`config.mk`:
```
export PLATFORM = sky130hd
export DESIGN_NAME = d5m_pattern_gen
export DESIGN_NICKNAME = d
export VERILOG_FILES = /design/src/rtl/d5m_pattern_gen.sv
export SDC_FILE = /design/constraint.sdc
export NUM_CORES = 1
export LEC_CHECK = 0
export BUFFER_PORTS_ARGS = -buffer_cell sky130_fd_sc_hd__clkbuf_2
export CORE_UTILIZATION = 55
export DETAILED_ROUTE_END_ITERATION = 7
export PLACE_DENSITY = 0.79
export SETUP_SLACK_MARGIN = 0.1
export SLEW_MARGIN = 20
export SYNTH_ARGS = -nofsm -noshare
export SYNTH_HDL_FRONTEND = slang
export SYNTH_SLANG_ARGS = --single-unit
```
`constraint.sdc`:
```
create_clock -name iCLK -period 12.7 [get_ports iCLK]
set_input_delay 0.635 -clock iCLK [delete_from_list [all_inputs] [get_ports iCLK]]
set_output_delay 0.635 -clock iCLK [all_outputs]
set_load 0.1 [all_outputs]
```
`src/rtl/d5m_pattern_gen.sv`:
```
// D5M sensor-output emulator: registered FVAL/LVAL/12-bit Bayer RAW frames from a synthetic pattern.
// Optional macro PATGEN_FRAME_STAMP_EN overlays the frame count on pixels 0/1 of line 0.
module d5m_pattern_gen #(
  parameter int unsigned H_ACTIVE = 1280,
  parameter int unsigned V_ACTIVE = 960,
  parameter int unsigned H_BLANK  = 160,
  parameter int unsigned F_PORCH  = 32,
  parameter int unsigned V_BLANK  = 4000
) (
  input  logic        iCLK,
  input  logic        iRST_N,
  input  logic        iSTART,
  input  logic        iEND,
  input  logic [1:0]  iPAT,
  input  logic [11:0] iSOLID,
  output logic [11:0] oDATA,
  output logic        oFVAL,
  output logic        oLVAL,
  output logic [31:0] oFrame_Cont
);

  typedef enum logic [2:0] {IDLE, FRONT, LINE, HBLANK, VBLANK} state_t;

  state_t      state, state_n;
  logic [15:0] x, x_n, y, y_n, cnt, cnt_n;
  logic        frame_done;
  logic        stop_q;
  logic [1:0]  pat_q;
  logic [11:0] solid_q;
  logic [31:0] bar;
  logic [2:0]  idx;
  logic        comp_on;
  logic [11:0] pix;

  always_comb begin
    state_n    = state;
    x_n        = x;
    y_n        = y;
    cnt_n      = cnt;
    frame_done = 1'b0;
    unique case (state)
      IDLE:
        if (iSTART && !iEND) begin
          state_n = FRONT;
          cnt_n   = '0;
        end
      FRONT:
        if (cnt == 16'(F_PORCH - 1)) begin
          state_n = LINE;
          x_n     = '0;
          y_n     = '0;
        end else cnt_n = cnt + 16'd1;
      LINE:
        if (x == 16'(H_ACTIVE - 1)) begin
          cnt_n = '0;
          if (y == 16'(V_ACTIVE - 1)) begin
            state_n    = VBLANK;
            frame_done = 1'b1;
          end else state_n = HBLANK;
        end else x_n = x + 16'd1;
      HBLANK:
        if (cnt == 16'(H_BLANK - 1)) begin
          state_n = LINE;
          x_n     = '0;
          y_n     = y + 16'd1;
        end else cnt_n = cnt + 16'd1;
      VBLANK:
        if (cnt == 16'(V_BLANK - 1)) begin
          state_n = (stop_q || iEND) ? IDLE : FRONT;
          cnt_n   = '0;
        end else cnt_n = cnt + 16'd1;
      default: state_n = IDLE;
    endcase
  end

  // Pixel is computed from the next-cycle coordinates so it lines up with the registered LVAL.
  always_comb begin
    bar = (32'(x_n) * 32'd8) / H_ACTIVE;
    idx = 3'(32'd7 - bar);
    unique case ({y_n[0], x_n[0]})
      2'b00:   comp_on = idx[1];
      2'b01:   comp_on = idx[2];
      2'b10:   comp_on = idx[0];
      default: comp_on = idx[1];
    endcase
    unique case (pat_q)
      2'd0:    pix = x_n[11:0] + y_n[11:0] + oFrame_Cont[11:0];
      2'd1:    pix = comp_on ? '1 : '0;
      2'd2:    pix = solid_q;
      default: pix = (x_n[4] ^ y_n[4]) ? '1 : '0;
    endcase
`ifdef PATGEN_FRAME_STAMP_EN
    if (y_n == 16'd0 && x_n == 16'd0) pix = {4'hA, oFrame_Cont[7:0]};
    else if (y_n == 16'd0 && x_n == 16'd1) pix = oFrame_Cont[19:8];
`endif
  end

  always_ff @(posedge iCLK) begin
    if (!iRST_N) begin
      state       <= IDLE;
      x           <= '0;
      y           <= '0;
      cnt         <= '0;
      stop_q      <= 1'b0;
      pat_q       <= '0;
      solid_q     <= '0;
      oDATA       <= '0;
      oFVAL       <= 1'b0;
      oLVAL       <= 1'b0;
      oFrame_Cont <= '0;
    end else begin
      state <= state_n;
      x     <= x_n;
      y     <= y_n;
      cnt   <= cnt_n;
      if (state == IDLE) stop_q <= 1'b0;
      else if (iEND)     stop_q <= 1'b1;
      if (state_n == FRONT && state != FRONT) begin
        pat_q   <= iPAT;
        solid_q <= iSOLID;
      end
      oFVAL <= (state_n == FRONT) || (state_n == LINE) || (state_n == HBLANK);
      oLVAL <= (state_n == LINE);
      oDATA <= (state_n == LINE) ? pix : '0;
      if (frame_done) oFrame_Cont <= oFrame_Cont + 32'd1;
    end
  end

endmodule

```
==> results.json <==
{
  "vias_per_cell": 5.95,
  "first_global_vias": 5816,
  "num_vias": 6428,
  "worst_pin_slew_ns": 0.977,
  "p_leak_nw": 3.23,
  "area_growth_pct": 9.26,
  "core_area_mm2": 0.0127,
  "die_h_um": 117,
  "yosysWarnings": 0,
  "initial_core_util": 0.568,
  "io_buffer_count": 63,
  "final_cell_mix": "dfxtp_1, nand2_1, clkbuf_2",
  "startpoint_type": "register",
  "period_minus_slack_ns": 5.67,
  "synth_edf_count": 0,
  "min_period_over_period": 0.447,
  "status": "finished clean",
  "stdcell_area_mm2": 0.00790,
  "clkLatencyLatePin_ns": 0.36,
  "rsz0062_at_grt": "false",
  "peakVddDrop_uv": 72.8,
  "placementRows": 41,
  "hold_path_class": "register to register",
  "fmax_mhz": 176,
  "synth_top_family_by_area": "simple AND/OR/NAND/NOR gates",
  "cts_tree": "yes",
  "cts_hold_buf": 0,
  "synth_ff_type": "dfxtp_1",
  "drv_slew": 0,
  "drt_first_pass_iters": 5,
  "cts_sinks": 112,
  "yosys.cell_types.count": 85,
  "die_area_mm2": 0.0136,
  "maxSlewHeadroom": 0.344,
  "h-tree-depth": 3,
  "setup_ws_ns": 7.03,
  "dp_slack_ns": 6.86,
  "io-pin-count": 64,
  "drt-wirelength-per-cell_um": 15.7,
  "fp.dieW_um": 117,
  "muxShareOfSynthArea": 0.0282,
  "setup_viol_count_final": 0,
  "drt_drc_violations_left": 0,
  "synth_xor_area_frac": 0.0630,
  "gp_congestion": 0.864,
  "cts-root-buf": "clkbuf_16",
  "syn_area_mm2": 0.00723,
  "numCtsBuffers": 9,
  "synth-compound-area-share": 0.188,
  "whs_ns": 0.511,
  "synth-simple-area-share": 0.301,
  "syn_inst": 873,
  "critPathRequiredTime_ns": 12.91,
  "cts_setup_buffers": 0,
  "synthAdderAreaFrac": 0.0640,
  "grt_pass1_wl_um": 27800,
  "antenna_found_initial": 0,
  "cp.arrival_ns": 5.89,
  "antennaDiodeCount": 0,
  "final-hold-violation-count": 0,
  "p_total_mw": 0.711,
  "crit_slowest_cell": "o211ai_2",
  "ys_seq_area_frac": 0.310,
  "grt_overflow_total": 0,
  "cp-end-kind": "register",
  "fin_worst_skew_ns": 0.00763,
  "grt_max_degree": 84,
  "dp_hpwl_um": 12200,
  "critical_path_class": "register to register",
  "final_common_cell": "dfxtp_1",
  "wirelength_um": 16900,
  "clk_path_buf_depth": 2,
  "syn_nets": 919,
  "postPlaceCellArea_mm2": 0.00759,
  "max_cap_viol_count": 0,
  "cpPeakStageDelay_ns": 0.59,
  "path_cells": "ha_1 > nor4b_4 > nand4_1 > a22oi_1 > o21ai_1 > nor3_2 > nor4_1 > a211oi_2 > nor4b_1 > a221oi_1 > a211oi_1 > o41ai_1 > and4b_4 > maj3_2 > o211ai_2 > nand3_2",
  "clk_pin_slew_ns": 0.08,
  "power_density_mw_per_mm2": 90.0,
  "post_cts_resized": 0,
  "globalRouteTotalUtil": 0.258,
  "critPathMaxFanout": 13,
  "syn_area_per_cell_um2": 8.28,
  "ant_nets": 0,
  "drive_gt1_frac": 0.139,
  "nets": 950,
  "drt-initial-drc-count": 484,
  "async_flop_share": 0,
  "tns_ns": 0,
  "ys_ff_latch": 112
}
metrics by stage:
stage          cells   util
6_report        1081  0.621
5_1_grt         1081  0.621
4_1_cts         1081  0.621
3_5_place_dp    1065  0.597
3_3_place_gp    1065  0.597
2_1_floorplan    873      -
kinds of logic (layout without fill, tap and decap cells):
logic type / after synthesis / in the layout
adder cells (fa/ha/maj): 30 / 30
buffers and inverters: 83 / 119
XOR/XNOR: 52 / 52
multiplexers: 20 / 20
AO/OA/AOI/OAI: 184 / 184
flip-flops: 112 / 112
AND/OR/NAND/NOR: 392 / 392
cell usage after synthesis, drive strengths merged (18+ instances only):
| cell type | count | area (um2) |
|---|---|---|
| nand2 | 92 | 345 |
| clkbuf | 34 | 128 |
| nor2b | 33 | 206 |
| dfxtp | 112 | 2240 |
| and2 | 50 | 313 |
| o21ai | 47 | 239 |
| a21oi | 33 | 176 |
| nor3 | 18 | 100 |
| nor2 | 58 | 220 |
| nand3 | 41 | 255 |
| xnor2 | 39 | 342 |
| nand4 | 29 | 194 |
| inv | 36 | 135 |
report_power, final:
group / switching (mW) / internal [mW]
Clock: 0.147 / 0.140
Combinational: 0.0436 / 0.0187
Sequential: 0.00550 / 0.356
Total: 0.196 / 0.514
flip-flops by register name, indices dropped and copies added, names as in the netlist:
signal and flops:
oDATA 12, solid_q 12, oFVAL 1, y 16, cnt 16, pat_q 2, state 3, oLVAL 1
stop_q 1, oFrame_Cont 32, x 16
cell type report:
type	count	area, um2
clock inverters	7	75.1
fillers	1108	4820
well taps	172	215
multi-input cells	678	4660
inverters	36	135
repair buffers	67	345
clock buffers	9	225
flip-flops and latches	112	2240
path summary, 6_finish.rpt:
| kind | depth (start not counted) | endpoint | slack (ns) | start |
|---|---|---|---|---|
| max | 16 | oDATA[1]$_SDFF_PN0_ | 7.03 | cnt[0]$_SDFFE_PN0P_ |
| min | 2 | y[15]$_SDFFE_PN0P_ | 0.51 | y[15]$_SDFFE_PN0P_ |
| max reg2reg | 16 | oDATA[1]$_SDFF_PN0_ | 7.03 | cnt[0]$_SDFFE_PN0P_ |
| min reg2reg | 2 | y[15]$_SDFFE_PN0P_ | 0.51 | y[15]$_SDFFE_PN0P_ |
worst max-delay path: cells and delay by family, from the launching register on:
kind / cells / cell delay [ns]
and+or+nand+nor: 7 / 1.75
DFF: 1 / 0.40
adders and majority gates: 2 / 0.55
AOI/OAI and AO/OA: 7 / 2.81
layer usage:
layer	vias up	track usage	part of all wire	wire [um]
met4	0	0.112	0.028	482
met5	-	0	0	0
met1	3039	0.345	0.46	7770
met2	173	0.412	0.46	7800
met3	36	0.0431	0.052	879
li1	3180	-	-	-
(Power assumes the default switching activity.)
